[config.mk]
export PLATFORM = sky130hd
export DESIGN_NAME = ctrl_riesgos_flat
export DESIGN_NICKNAME = d
export VERILOG_FILES = /design/src/rtl/ctrl_riesgos_pkg.sv /design/src/rtl/ctrl_riesgos_if.sv /design/src/rtl/ctrl_riesgos_detector_carga_uso.sv /design/src/rtl/ctrl_riesgos.sv /design/src/flat_wrapper.sv
export SDC_FILE = /design/constraint.sdc
export NUM_CORES = 1
export LEC_CHECK = 0
export ABC_CLOCK_PERIOD_IN_PS = 2200
export CORE_AREA = 2 2 45 47
export CTS_CLUSTER_DIAMETER = 200
export DETAILED_ROUTE_END_ITERATION = 7
export DIE_AREA = 0 0 47 49
export MAX_ROUTING_LAYER = met4
export PLACE_DENSITY_LB_ADDON = 0.12
export SKIP_LAST_GASP = 1
export SLEW_MARGIN = 30
export SYNTH_ARGS = -nofsm -noshare
export SYNTH_HDL_FRONTEND = slang
export SYNTH_HIERARCHICAL = 1
export SYNTH_SLANG_ARGS = --single-unit
[constraint.sdc]
create_clock -name clk -period 2.2 [get_ports clk]
set_input_delay 0.44 -clock clk [delete_from_list [all_inputs] [get_ports clk]]
set_output_delay 0.44 -clock clk [all_outputs]
set_load 0.02 [all_outputs]
[src/rtl/ctrl_riesgos_pkg.sv]
`default_nettype none
// +----------------------------------------------------------------------------+
// | Package : riesgos_pkg                                                      |
// | Purpose : Shared definitions for the ctrl_riesgos hazard sequencer:        |
// |           FSM state encoding, decoder polarity constants and the zero      |
// |           register index.                                                  |
// | Ports   : none (package).                                                  |
// | Options : CTRL_RIESGOS_STATS_EN is consumed by ctrl_riesgos, not here.     |
// | Rev     : 1.0  initial release                                             |
// +----------------------------------------------------------------------------+
package riesgos_pkg;

   // Raw encoding is visible on the estado debug port, so values are fixed.
   typedef enum logic [1:0] {
      INICIO     = 2'b00,
      NORMAL     = 2'b01,
      ESPERA_MEM = 2'b10,
      ERROR      = 2'b11
   } estado_t;

   // Decoder control bits (REG_RD, MEM_RD, resetIF) are active-low.
   localparam logic ACTIVO    = 1'b0;
   localparam logic DESACTIVO = 1'b1;

   // $zero can never carry a real dependency.
   localparam logic [4:0] REG_CERO = 5'd0;

endpackage : riesgos_pkg
`default_nettype wire

[src/rtl/ctrl_riesgos_if.sv]
`default_nettype none
// +----------------------------------------------------------------------------+
// | Interface : ctrl_riesgos_if                                                |
// | Purpose   : Bundles the decode/EX/MEM observation signals and the pipeline |
// |             control outputs of ctrl_riesgos.                               |
// | Modports  : slave  - the sequencer (observes pipeline, drives controls)    |
// |             master - the pipeline side (drives observations)               |
// | Signals   : id_rs, id_rt, id_reg_rd_n, id_usa_rt, id_salto_n, ex_mem_rd_n, |
// |             ex_rt, mem_acceso, mem_listo -> sequencer                      |
// |             pc_en, ifid_en, ifid_flush, idex_en, idex_burbuja, exmem_en,   |
// |             memwb_burbuja, err_timeout, estado[1:0] <- sequencer           |
// | Rev       : 1.0  initial release                                           |
// +----------------------------------------------------------------------------+
interface ctrl_riesgos_if;
   logic [4:0] id_rs;
   logic [4:0] id_rt;
   logic       id_reg_rd_n;
   logic       id_usa_rt;
   logic       id_salto_n;
   logic       ex_mem_rd_n;
   logic [4:0] ex_rt;
   logic       mem_acceso;
   logic       mem_listo;

   logic       pc_en;
   logic       ifid_en;
   logic       ifid_flush;
   logic       idex_en;
   logic       idex_burbuja;
   logic       exmem_en;
   logic       memwb_burbuja;
   logic       err_timeout;
   logic [1:0] estado;

   modport slave (
      input  id_rs, id_rt, id_reg_rd_n, id_usa_rt, id_salto_n,
             ex_mem_rd_n, ex_rt, mem_acceso, mem_listo,
      output pc_en, ifid_en, ifid_flush, idex_en, idex_burbuja,
             exmem_en, memwb_burbuja, err_timeout, estado
   );

   modport master (
      output id_rs, id_rt, id_reg_rd_n, id_usa_rt, id_salto_n,
             ex_mem_rd_n, ex_rt, mem_acceso, mem_listo,
      input  pc_en, ifid_en, ifid_flush, idex_en, idex_burbuja,
             exmem_en, memwb_burbuja, err_timeout, estado
   );
endinterface : ctrl_riesgos_if
`default_nettype wire

[src/rtl/ctrl_riesgos_detector_carga_uso.sv]
`default_nettype none
// +----------------------------------------------------------------------------+
// | Module  : detector_carga_uso                                               |
// | Purpose : Combinational load-use detector. Flags when the load in EX       |
// |           writes a register the instruction in ID is about to read.       |
// | Ports   : id_rs[4:0], id_rt[4:0]  in  source fields of the ID instruction  |
// |           id_reg_rd_n             in  0 = ID reads rs                      |
// |           id_usa_rt               in  1 = ID reads rt                      |
// |           ex_mem_rd_n             in  0 = EX instruction is a load         |
// |           ex_rt[4:0]              in  load destination                     |
// |           carga_uso               out 1 = stall required                   |
// | Rev     : 1.0  initial release                                             |
// +----------------------------------------------------------------------------+
module detector_carga_uso
   import riesgos_pkg::*;
(
   input  wire logic [4:0] id_rs,
   input  wire logic [4:0] id_rt,
   input  wire logic       id_reg_rd_n,
   input  wire logic       id_usa_rt,
   input  wire logic       ex_mem_rd_n,
   input  wire logic [4:0] ex_rt,
   output logic            carga_uso
);

   logic w_usa_rs;
   logic w_usa_rt;

   assign w_usa_rs  = (id_reg_rd_n == ACTIVO) && (id_rs == ex_rt);
   assign w_usa_rt  = id_usa_rt && (id_rt == ex_rt);
   assign carga_uso = (ex_mem_rd_n == ACTIVO) && (ex_rt != REG_CERO) &&
                      (w_usa_rs || w_usa_rt);

endmodule : detector_carga_uso
`default_nettype wire

[src/rtl/ctrl_riesgos.sv]
`default_nettype none
// +----------------------------------------------------------------------------+
// | Module  : ctrl_riesgos                                                     |
// | Purpose : Hazard/stall sequencer for the 5-stage MIPS pipeline: post-reset |
// |           warm-up, load-use stalls, jump flushes and multi-cycle memory    |
// |           waits with a sticky timeout error.                               |
// | Ports   : clk        in  rising-edge clock                                 |
// |           rst_n      in  asynchronous active-low reset                     |
// |           bus        ctrl_riesgos_if.slave (pipeline observations/controls)|
// |           stall_cnt  out [15:0] saturating stall counter (option only)     |
// | Options : CTRL_RIESGOS_STATS_EN adds the stall_cnt port and counter.       |
// | Rev     : 1.0  initial release                                             |
// +----------------------------------------------------------------------------+
module ctrl_riesgos
   import riesgos_pkg::*;
#(
   parameter int ARRANQUE    = 2,
   parameter int TIMEOUT_MAX = 8,
   parameter int CNT_W       = 4
) (
   input  wire logic        clk,
   input  wire logic        rst_n,
   ctrl_riesgos_if.slave    bus
`ifdef CTRL_RIESGOS_STATS_EN
   ,
   output logic [15:0]      stall_cnt
`endif
);

   localparam logic [CNT_W-1:0] c_arr_fin = CNT_W'(ARRANQUE - 1);
   localparam logic [CNT_W-1:0] c_to_fin  = CNT_W'(TIMEOUT_MAX - 1);

   estado_t          state_q, state_d;
   logic [CNT_W-1:0] cnt_q,   cnt_d;
   logic             err_q,   err_d;

   logic w_carga_uso;
   logic w_inicio;   // warm-up output set
   logic w_stall;    // memory-stall output set
   logic w_pc_en, w_ifid_en, w_ifid_flush, w_idex_en;
   logic w_idex_burbuja, w_exmem_en, w_memwb_burbuja;

   detector_carga_uso u_detector (
      .id_rs       (bus.id_rs),
      .id_rt       (bus.id_rt),
      .id_reg_rd_n (bus.id_reg_rd_n),
      .id_usa_rt   (bus.id_usa_rt),
      .ex_mem_rd_n (bus.ex_mem_rd_n),
      .ex_rt       (bus.ex_rt),
      .carga_uso   (w_carga_uso)
   );

   always_ff @(posedge clk or negedge rst_n) begin
      if (!rst_n) begin
         state_q <= INICIO;
         cnt_q   <= '0;
         err_q   <= 1'b0;
      end else begin
         state_q <= state_d;
         cnt_q   <= cnt_d;
         err_q   <= err_d;
      end
   end

   always_comb begin
      state_d  = state_q;
      cnt_d    = cnt_q;
      err_d    = err_q;
      w_inicio = 1'b0;
      w_stall  = 1'b0;

      case (state_q)
         INICIO: begin
            w_inicio = 1'b1;
            if (cnt_q == c_arr_fin) begin
               state_d = NORMAL;
               cnt_d   = '0;
            end else begin
               cnt_d = cnt_q + CNT_W'(1);
            end
         end
         NORMAL: begin
            if (bus.mem_acceso && !bus.mem_listo) begin
               w_stall = 1'b1;
               state_d = ESPERA_MEM;
               cnt_d   = CNT_W'(1);
            end
         end
         ESPERA_MEM: begin
            // Dropping mem_acceso mid-wait releases the stall like mem_listo.
            if (bus.mem_listo || !bus.mem_acceso) begin
               state_d = NORMAL;
               cnt_d   = '0;
            end else begin
               w_stall = 1'b1;
               if (cnt_q == c_to_fin) begin
                  state_d = ERROR;
                  err_d   = 1'b1;   // visible from the first ERROR cycle
               end else begin
                  cnt_d = cnt_q + CNT_W'(1);
               end
            end
         end
         default: begin   // ERROR: frozen until reset
            w_stall = 1'b1;
         end
      endcase
   end

   always_comb begin
      w_pc_en         = 1'b1;
      w_ifid_en       = 1'b1;
      w_ifid_flush    = 1'b0;
      w_idex_en       = 1'b1;
      w_idex_burbuja  = 1'b0;
      w_exmem_en      = 1'b1;
      w_memwb_burbuja = 1'b0;

      if (w_inicio) begin
         w_pc_en         = 1'b0;
         w_ifid_flush    = 1'b1;
         w_idex_burbuja  = 1'b1;
         w_memwb_burbuja = 1'b1;
      end else if (w_stall) begin
         w_pc_en         = 1'b0;
         w_ifid_en       = 1'b0;
         w_idex_en       = 1'b0;
         w_exmem_en      = 1'b0;
         w_memwb_burbuja = 1'b1;
      end else if (w_carga_uso) begin
         // Takes precedence over a jump; the jump is seen again next cycle.
         w_pc_en        = 1'b0;
         w_ifid_en      = 1'b0;
         w_idex_burbuja = 1'b1;
      end else if (bus.id_salto_n == ACTIVO) begin
         w_ifid_flush = 1'b1;
      end
   end

   assign bus.pc_en         = w_pc_en;
   assign bus.ifid_en       = w_ifid_en;
   assign bus.ifid_flush    = w_ifid_flush;
   assign bus.idex_en       = w_idex_en;
   assign bus.idex_burbuja  = w_idex_burbuja;
   assign bus.exmem_en      = w_exmem_en;
   assign bus.memwb_burbuja = w_memwb_burbuja;
   assign bus.err_timeout   = err_q;
   assign bus.estado        = state_q;

`ifdef CTRL_RIESGOS_STATS_EN
   logic [15:0] stall_q;

   always_ff @(posedge clk or negedge rst_n) begin
      if (!rst_n) begin
         stall_q <= '0;
      end else if (!w_pc_en && (state_q == NORMAL || state_q == ESPERA_MEM)
                   && (stall_q != 16'hFFFF)) begin
         stall_q <= stall_q + 16'd1;
      end
   end

   assign stall_cnt = stall_q;
`endif

endmodule : ctrl_riesgos
`default_nettype wire
[src/flat_wrapper.sv]
// flat-port wrapper written by rule: the top's interface ports become plain ports
module ctrl_riesgos_flat import riesgos_pkg::*;
#(
   parameter int ARRANQUE    = 2,
   parameter int TIMEOUT_MAX = 8,
   parameter int CNT_W       = 4
)
  (clk, rst_n, bus_id_rs, bus_id_rt, bus_id_reg_rd_n, bus_id_usa_rt, bus_id_salto_n, bus_ex_mem_rd_n, bus_ex_rt, bus_mem_acceso, bus_mem_listo, bus_pc_en, bus_ifid_en, bus_ifid_flush, bus_idex_en, bus_idex_burbuja, bus_exmem_en, bus_memwb_burbuja, bus_err_timeout, bus_estado);
  ctrl_riesgos_if bus_i ();
  input  wire logic clk;
  input  wire logic rst_n;
  input wire logic [$bits(bus_i.id_rs)-1:0] bus_id_rs;
  input wire logic [$bits(bus_i.id_rt)-1:0] bus_id_rt;
  input wire logic [$bits(bus_i.id_reg_rd_n)-1:0] bus_id_reg_rd_n;
  input wire logic [$bits(bus_i.id_usa_rt)-1:0] bus_id_usa_rt;
  input wire logic [$bits(bus_i.id_salto_n)-1:0] bus_id_salto_n;
  input wire logic [$bits(bus_i.ex_mem_rd_n)-1:0] bus_ex_mem_rd_n;
  input wire logic [$bits(bus_i.ex_rt)-1:0] bus_ex_rt;
  input wire logic [$bits(bus_i.mem_acceso)-1:0] bus_mem_acceso;
  input wire logic [$bits(bus_i.mem_listo)-1:0] bus_mem_listo;
  output wire logic [$bits(bus_i.pc_en)-1:0] bus_pc_en;
  output wire logic [$bits(bus_i.ifid_en)-1:0] bus_ifid_en;
  output wire logic [$bits(bus_i.ifid_flush)-1:0] bus_ifid_flush;
  output wire logic [$bits(bus_i.idex_en)-1:0] bus_idex_en;
  output wire logic [$bits(bus_i.idex_burbuja)-1:0] bus_idex_burbuja;
  output wire logic [$bits(bus_i.exmem_en)-1:0] bus_exmem_en;
  output wire logic [$bits(bus_i.memwb_burbuja)-1:0] bus_memwb_burbuja;
  output wire logic [$bits(bus_i.err_timeout)-1:0] bus_err_timeout;
  output wire logic [$bits(bus_i.estado)-1:0] bus_estado;
  assign bus_i.id_rs = bus_id_rs;
  assign bus_i.id_rt = bus_id_rt;
  assign bus_i.id_reg_rd_n = bus_id_reg_rd_n;
  assign bus_i.id_usa_rt = bus_id_usa_rt;
  assign bus_i.id_salto_n = bus_id_salto_n;
  assign bus_i.ex_mem_rd_n = bus_ex_mem_rd_n;
  assign bus_i.ex_rt = bus_ex_rt;
  assign bus_i.mem_acceso = bus_mem_acceso;
  assign bus_i.mem_listo = bus_mem_listo;
  assign bus_pc_en = bus_i.pc_en;
  assign bus_ifid_en = bus_i.ifid_en;
  assign bus_ifid_flush = bus_i.ifid_flush;
  assign bus_idex_en = bus_i.idex_en;
  assign bus_idex_burbuja = bus_i.idex_burbuja;
  assign bus_exmem_en = bus_i.exmem_en;
  assign bus_memwb_burbuja = bus_i.memwb_burbuja;
  assign bus_err_timeout = bus_i.err_timeout;
  assign bus_estado = bus_i.estado;
  ctrl_riesgos #(.ARRANQUE(ARRANQUE), .TIMEOUT_MAX(TIMEOUT_MAX), .CNT_W(CNT_W)) u_core (.clk(clk), .rst_n(rst_n), .bus(bus_i));
endmodule
# After elaboration in Yosys (flattened, before gate mapping)
# Cells that the tools add are included.
dict set report classes {
  n_div 0
  n_shift 0
  mul 0
  reduce_logical 15
  muxes 29
  n_bitwise 3
  magnitude_cmp 0
  n_eq_ne 10
  add_sub_neg 1
}
# operator count
set op_table {}
lappend op_table {{$mux 1} 18}
lappend op_table {{$mux 4} 4}
lappend op_table {{$pmux 4 s3} 1}
lappend op_table {{$eq 5x5->1} 2}
lappend op_table {{$mux 2} 4}
lappend op_table {{$pmux 2 s3} 1}
lappend op_table {{$reduce_and 3->1} 2}
lappend op_table {{$logic_and 1x1->1} 5}
lappend op_table {{$reduce_bool 5->1} 1}
lappend op_table {{$add 4x1->4 const B} 1}
lappend op_table {{$eq 4x1->1 const B} 1}
lappend op_table {{$eq 4x3->1 const B} 1}
lappend op_table {{$ne 2x1->1 const B} 2}
lappend op_table {{$reduce_and 4->1} 1}
lappend op_table {{$ne 3x1->1 const B} 1}
lappend op_table {{$ne 3x2->1 const B} 1}
lappend op_table {{$not 1->1} 3}
lappend op_table {{$pmux 1 s3} 1}
lappend op_table {{$reduce_bool 3->1} 1}
lappend op_table {{$eq 2x1->1 const B} 1}
lappend op_table {{$eq 2x2->1 const B} 1}
lappend op_table {{$logic_not 1->1} 2}
lappend op_table {{$logic_not 2->1} 1}
lappend op_table {{$logic_or 1x1->1} 2}
dict set report totals {
  ram_bits 0
  in_bits 23
  regBits 7
  mem_bits_ro 0
  latch_bits 0
  mem_count 0
}

# Longest topological paths before layout
# Gate-level depths: netlist (run 1).
dict set report logic_depth {
  depth_word 7
  mapped_depth 7
}

# Cells and area by module
# Netlist (run 1), hierarchy kept.
# mod seq_area_each_um2 n_inst area_each_um2 cells_each
set by_module_without_submodules {}
lappend by_module_without_submodules {ctrl_riesgos 175.2 1 548.0 57}
lappend by_module_without_submodules {detector_carga_uso 0.0 1 135.1 17}

# Worst setup path before layout (run 1)
# OpenSTA, ideal clock, no wires.
dict set report synth_timing {
  path_type {reg-to-output}
  from {register u_core.state_q[0] (netlist: u_core/bus.estado[0])}
  to {output port bus_ifid_flush}
  slack_ns -0.083
  path_buffers 0
  t_arrival_ns 1.843
  path_stages_with_launch 7
  required_ns 1.760
  cell_sequence {dfrtp_1 > inv_1 > ha_1 > nor2_1 > nor2_1 > or2_2 > o31ai_1}
}
dict set report synth_between {
  elab_chain_cells 4
  word_cells_on_any_way 7
  cone_classes {2 x eq/ne; 4 x mux; 1 x reduce/logical}
}
# element line
set synth_rtl {}
lappend synth_rtl {{start: declaration} ctrl_riesgos.sv:33} ;# estado_t state_q, state_d;
lappend synth_rtl {{start signal: assignment} ctrl_riesgos.sv:59} ;# state_q <= state_d;
lappend synth_rtl {{$eq 2x2->1 (tied with other cells)} ctrl_riesgos.sv:72} ;# case (state_q)
lappend synth_rtl {{$pmux 1 s3} ctrl_riesgos.sv:72}
lappend synth_rtl {{$mux 1} ctrl_riesgos.sv:124} ;# end else if (w_stall) begin
lappend synth_rtl {{$mux 1 *} ctrl_riesgos.sv:119} ;# if (w_inicio) begin
lappend synth_rtl {{end: declaration} flat_wrapper.sv:23} ;# output wire logic [$bits(bus_i.ifid_flush)-1:0] bus_ifid_flush;
# Every way passes the cells marked *; elsewhere a longest branch is shown, timed or not.

# Worst setup path in the final report (run 1)
dict set report layout_timing {
  from {input port bus_id_rs[2]}
  to {output port bus_pc_en}
}
dict set report layout_between {
  elab_chain_cells 7
}
# element line
set layout_rtl {}
lappend layout_rtl {{start: declaration} flat_wrapper.sv:12} ;# input wire logic [$bits(bus_i.id_rs)-1:0] bus_id_rs;
lappend layout_rtl {{$eq 5x5->1} ctrl_riesgos_detector_carga_uso.sv:29} ;# assign w_usa_rs = (id_reg_rd_n == ACTIVO) && (id_rs == ex_rt);
lappend layout_rtl {{$logic_and 1x1->1} ctrl_riesgos_detector_carga_uso.sv:29}
lappend layout_rtl {{$logic_or 1x1->1} ctrl_riesgos_detector_carga_uso.sv:32} ;# (w_usa_rs || w_usa_rt);
lappend layout_rtl {{$logic_and 1x1->1} ctrl_riesgos_detector_carga_uso.sv:31} ;# assign carga_uso = (ex_mem_rd_n == ACTIVO) && (ex_rt != REG_CERO) &&
lappend layout_rtl {{net u_core.w_carga_uso} ctrl_riesgos.sv:37} ;# logic w_carga_uso;
lappend layout_rtl {{$mux 1} ctrl_riesgos.sv:130} ;# end else if (w_carga_uso) begin
lappend layout_rtl {{$mux 1} ctrl_riesgos.sv:124}
lappend layout_rtl {{$mux 1} ctrl_riesgos.sv:119}
lappend layout_rtl {{end: declaration} flat_wrapper.sv:21} ;# output wire logic [$bits(bus_i.pc_en)-1:0] bus_pc_en;
# The timed path passes the listed nets, and every way through them passes these cells.

==> flow_summary.json, run 1 <==
{
  "status": "finished, violations left",
  "violations": "negative setup slack",
  "rsz0062_at_grt": "true",
  "avgViaCountPerCell": 4.73,
  "critPathKind": "in2out",
  "grt-ovfl-total": 0,
  "final_layout_size_suffix_gt1_share_pct": 38.3,
  "syn_avg_cell_area_um2": 9.23,
  "seqPwrFrac_pct": 16.9,
  "syn_to_final_growth_pct": 73.8,
  "portBuffers": 32,
  "combPwrFrac_pct": 74.3,
  "ys_warn_count": 6,
  "synth_largest_area_cell": "dfrtp_1",
  "track_usage_pct": 15.8,
  "drc_errors": 0,
  "pin_count": 33,
  "synthCells": 74,
  "row_count": 16,
  "end_kind": "output pin",
  "synth.top_cell.area_share_pct": 25.6,
  "ys_ff_latch": 7,
  "finalSetupViolations": 3,
  "start_util_pct": 37.1,
  "nets": 152,
  "drt_first_iter_violations": 8,
  "vias": 696,
  "cts_num_sinks": 7,
  "hpwl_um": 1440,
  "htree_levels": 1,
  "grt_max_degree": 8,
  "irDropWorstVdd_mv": 0.711,
  "ys_seq_area_share_pct": 25.6,
  "maxCapViolations": 0,
  "netlist_area_um2": 683,
  "regToRegEndpoint": "u_core/cnt_q[3]",
  "tritoncts": "built",
  "hold_path_class": "in2async",
  "wl_um": 1720,
  "chipHeight_um": 49,
  "dp_slack_ns": -0.893,
  "p_switching_uw": 533,
  "die_area_um2": 2300,
  "design_area_um2": 1190,
  "power_frac_clock_pct": 8.8,
  "reg2reg_from": "u_core/bus.estado[0]",
  "total_power_uw": 1240,
  "critical_path_arrival_ns": 1.82,
  "place_area_um2": 1120,
  "p_int_uw": 710,
  "clkTransAtPathRegs_ns": 0.05,
  "setup_slack_ns": -0.0598,
  "cp_max_fo": 3,
  "drtAntennaViolNets": 0,
  "antenna_found_initial": 0,
  "fin_skew_ns": 0.000226,
  "cts_buffer_depth": 2,
  "worstMarginPinSlew_ns": 0.439,
  "final-hold-violation-count": 0,
  "cts_buffers": 3,
  "post_drt_wl_per_cell_um": 11.7,
  "power.leakage_uw": 0.000576,
  "grt_pass1_wl_um": 2730,
  "p_per_area_nw_per_um2": 1050,
  "ys_types": 30,
  "final.min_clock_period_ns": 2.26,
  "grt_pass1_vias": 688,
  "dr_wl_met3_um": 146,
  "cts-root-buf": "clkbuf_4",
  "worstPathRequired_ns": 1.76,
  "worstRegToRegCells": 7,
  "gp_congestion": 0.804,
  "diodes": 0,
  "fin_crit_sh_pct": 103,
  "yosys-top-cells-area": "dfrtp_1, ha_1, xnor2_1",
  "drt-pass1-iter-count": 4,
  "coreArea_um2": 1840,
  "max_freq_mhz": 443,
  "ff2ff_setup_slack_ns": 0.27,
  "switching_share_pct": 42.9,
  "die_w_um": 47,
  "met1_length_um": 762,
  "slew_violations": 0,
  "insertion_delay_ns": 0.24,
  "maxSlewHeadroom_pct": 70.5,
  "synth_nets": 105,
  "cp-start-kind": "input port",
  "wl_met2_um": 789,
  "top_layer": "met4"
}
==> power by group through the flow <==
stage | Sequential (uW) | Clock, uW | Combinational [uW]
final | 210 | 110 | 923
after CTS | 211 | 114 | 875
after detailed placement | 213 | 0 | 910
after global routing | 219 | 119 | 1020
after floorplan | 234 | 0 | 504
after global placement | 211 | 0 | 896
==> registers in the layout, indices dropped and copies added, names as in the netlist <==
register	cells
u_core/bus.estado	2
u_core/cnt_q	4
u_core/bus.err_timeout	1
==> logic make-up after synthesis <==
kind of cell,count (synthesis),synth area share (%)
fa+ha+maj,8,14.7
buf+inv,7,4.40
compound gates,14,17.0
mux,4,6.04
xor+xnor,10,12.8
simple gates,24,19.4
flops,7,25.6
==> cells in the mapped netlist <==
cell type and number:
dfrtp_1 7, inv_1 6, a21o_1 2, o21ai_0 3, or2_2 1, mux2i_1 3, o31ai_1 3, a221oi_2 1
mux2_2 1, nor3_1 2, xor2_1 5, o21ai_1 1, ha_1 8, nor4_1 1, or2_4 1, buf_4 1
a2bb2oi_1 1, nand2_1 6, a221o_1 1, nand4_1 1, or3b_1 1, nand2b_1 1, nand3_1 2, nor2_1 4
or3b_2 1, and3b_1 2, or3_1 1, o311ai_2 1, xnor2_1 5, a221oi_1 1
==> worst max-delay path: stages <==
cell	delay [ns]
dlygate4sd2_1	0.24
xor2_1	0.16
or3_4	0.34
a221oi_4	0.28
buf_6	0.16
nor3_2	0.04
buf_4	0.16
==> cell type report <==
| type | instances | area [um^2] |
|---|---|---|
| Clock buffer | 4 | 26.3 |
| Fill cell | 157 | 654 |
| Inverter | 6 | 22.5 |
| Multi-Input combinational cell | 60 | 549 |
| Sequential cell | 7 | 175 |
| Tap cell | 27 | 33.8 |
| Timing Repair Buffer | 43 | 380 |
==> per-stage QoR <==
stage	cells	utilization (%)	TNS, ns	hold slack [ns]
floorplan	74	-	-0.00716	0.144
global placement	143	60.7	-4.15	0.450
detailed placement	143	60.7	-4.28	0.455
CTS	147	59.9	-0.428	0.448
global route	147	64.5	-0.428	0.472
finish	147	64.5	-0.153	0.445
==> placed cells by master (no fill, tap or decap), types with 2 or more instances in the layout <==
cell,n
dfrtp_1,7
xnor2_2,4
dlygate4sd2_1,2
clkdlybuf4s50_1,10
inv_1,6
or2_4,2
nand2_1,6
o21ai_0,2
a21o_1,2
xor2_1,5
o31ai_1,2
and3b_1,2
buf_4,10
nand3_1,2
buf_2,6
buf_6,8
nor2_1,4
ha_1,8
mux2i_1,3
clkbuf_4,3
buf_8,2
clkbuf_2,3
==> timing repair <==
item | CTS | global route
buffers inserted | 0 | 0
cloned | 0 | 0
endpoints found under the setup margin | 7 | 6
resized for setup | 72 | 32
pin swaps | 12 | 12
hold buffers | 0 | 0
==> layer usage <==
| metal | global-route usage (%) | up-vias |
|---|---|---|
| met5 | - | - |
| met4 | 5.56 | 0 |
| met3 | 1.85 | 2 |
| met2 | 25.1 | 28 |
| met1 | 20.3 | 305 |
| li1 | - | 361 |
==> worst max path at each step <==
stage / from / end / slack [ns] / cells past startpoint
2_1_floorplan: u_core/bus.estado[0] / bus_pc_en / -0.007 / 6
3_3_place_gp: bus_ex_rt[4] / bus_ifid_en / -0.85 / 8
3_5_place_dp: bus_ex_rt[4] / bus_ifid_flush / -0.89 / 8
4_1_cts: bus_ex_rt[1] / bus_ifid_en / -0.14 / 9
5_1_grt: bus_ex_rt[3] / bus_pc_en / -0.13 / 8
6_report: bus_id_rs[2] / bus_pc_en / -0.06 / 7
Power figures use the tool's default switching activity.
==> run 2, diff against run 1 <==
--- a/config.mk
+++ b/config.mk
@@ -6,10 +6,11 @@
 export NUM_CORES = 1
 export LEC_CHECK = 0
 export ABC_CLOCK_PERIOD_IN_PS = 2200
-export CORE_AREA = 2 2 45 47
+export CORE_AREA = 2 2 42 44
 export CTS_CLUSTER_DIAMETER = 200
 export DETAILED_ROUTE_END_ITERATION = 7
-export DIE_AREA = 0 0 47 49
+export DIE_AREA = 0 0 44 46
+export DONT_BUFFER_PORTS = 1
 export MAX_ROUTING_LAYER = met4
 export PLACE_DENSITY_LB_ADDON = 0.12
 export SKIP_LAST_GASP = 1
==> flow_summary.json, run 2 (synthesized netlist as in run 1, its figures left out) <==
{
  "antenna_found_initial": 0,
  "track_usage_pct": 14.9,
  "critPathKind": "in2out",
  "p_per_area_nw_per_um2": 1270,
  "post_drt_wl_per_cell_um": 13.7,
  "grt-ovfl-total": 0,
  "drtAntennaViolNets": 0,
  "vias": 559,
  "nets": 116,
  "start_util_pct": 42.3,
  "fin_crit_sh_pct": 95.5,
  "insertion_delay_ns": 0.24,
  "hold_path_class": "in2async",
  "place_area_um2": 759,
  "worstPathRequired_ns": 1.76,
  "place_inst": 96,
  "postCtsSetupBuffers": 0,
  "coreArea_um2": 1610,
  "fin_setup_tns_ns": 0,
  "total_power_uw": 1050,
  "chipHeight_um": 46,
  "grt_pass1_vias": 535,
  "layout_commonest_cell": "dfrtp_1",
  "mostFrequentLayoutCells": "dfrtp_1, nand2_1, ha_1",
  "cp_max_fo": 4,
  "clkTransAtPathRegs_ns": 0.05,
  "maxSlewHeadroom_pct": 70.1,
  "max_freq_mhz": 476,
  "wl_um": 1380,
  "die_w_um": 44,
  "top_register": "u_core/cnt_q",
  "postLayoutCoreUtil_pct": 51.3,
  "final.min_clock_period_ns": 2.10,
  "fin_skew_ns": 0.00469,
  "final-hold-violation-count": 0,
  "final_layout_size_suffix_gt1_share_pct": 26.2,
  "die_area_um2": 2020,
  "row_count": 15,
  "htree_levels": 1,
  "fin_cells": 101,
  "cts_buffer_depth": 2,
  "design_area_um2": 828,
  "status": "finished clean",
  "cts_buffers": 3,
  "tritoncts": "built",
  "end_kind": "output pin",
  "power.leakage_uw": 0.000373,
  "grt_max_degree": 8,
  "cts-root-buf": "clkbuf_4",
  "diodes": 0,
  "maxCapViolations": 0,
  "portBuffers": 0,
  "gp_congestion": 0.805,
  "drt_first_iter_violations": 7,
  "hpwl_um": 1100,
  "largest_register_ffs": 4,
  "slew_violations": 0,
  "pin_count": 33,
  "critical_path_arrival_ns": 1.66,
  "rsz0062_at_grt": "true",
  "cts_num_sinks": 7,
  "drt-pass1-iter-count": 4,
  "grt_pass1_wl_um": 2110,
  "cp-start-kind": "input port",
  "drc_errors": 0,
  "finalSetupViolations": 0,
  "syn_to_final_growth_pct": 21.2,
  "avgViaCountPerCell": 5.53,
  "irDropWorstVdd_mv": 0.677,
  "worstMarginPinSlew_ns": 0.445
}
[run 2: cell count changes in the layout (fill, tap and decap cells not counted), sizes merged, moves of 2 or more]
| cell | before | now |
|---|---|---|
| dlygate4sd2 | 2 | 0 |
| clkbuf | 7 | 4 |
| clkdlybuf4s50 | 10 | 0 |
| buf | 26 | 6 |
[run 2: final timing paths]
check | cells past startpoint | to | slack [ns] | start
setup / recovery | 6 | bus_ifid_flush | 0.1 | bus_ex_rt[1]
hold / removal | 1 | u_core/bus.estado[0] | 0.51 | rst_n
setup reg to reg | 6 | u_core/cnt_q[2] | 0.31 | u_core/bus.estado[0]
hold reg to reg | 1 | u_core/cnt_q[3] | 0.52 | u_core/cnt_q[3]
max in group asynchronous | 1 | u_core/cnt_q[1] | 1.46 | rst_n
min in group clk | 1 | u_core/cnt_q[3] | 0.52 | u_core/cnt_q[3]
[run 2: power breakdown]
| group | internal [uW] | switching [uW] |
|---|---|---|
| sequential | 170 | 40.8 |
| combinational | 329 | 406 |
| clock | 68.7 | 40.1 |
[run 2: layout make-up]
cell class,instances,area (um^2)
Tap cell,17,21.3
Timing Repair Buffer,7,67.6
Inverter,6,22.5
Multi-Input combinational cell,60,515
Sequential cell,7,175
Clock buffer,4,26.3
Fill cell,154,786
[run 2: critical path: stages]
cell      delay [ns]
xnor2_1         0.14
nand4_1         0.11
or3_4           0.39
a221oi_4        0.31
o31ai_2         0.11
buf_4           0.16
[run 2: timing repair]
| action | 4_1_cts | 5_1_grt |
|---|---|---|
| endpoints found under the setup margin | 1 | 6 |
| hold endpoints to repair | 7 | 0 |
| hold buffers | 1 | 0 |
| cloned | 0 | 0 |
| resized for setup | 1 | 7 |
| pin swaps | 0 | 2 |
[run 2: through the flow]
step           hold WS, ns  worst slack, ns
2_1_floorplan        0.144         -0.00716
3_3_place_gp         0.145           0.0667
3_5_place_dp         0.145           0.0258
4_1_cts              0.511          0.00316
5_1_grt              0.537         -0.00166
6_report             0.511           0.0988
[run 2: layer usage]
layer / track usage [%] / wire length (um)
met5: - / 0
met2: 25.3 / 644
met3: 3.57 / 178
met4: 9.09 / 9
met1: 15.6 / 547
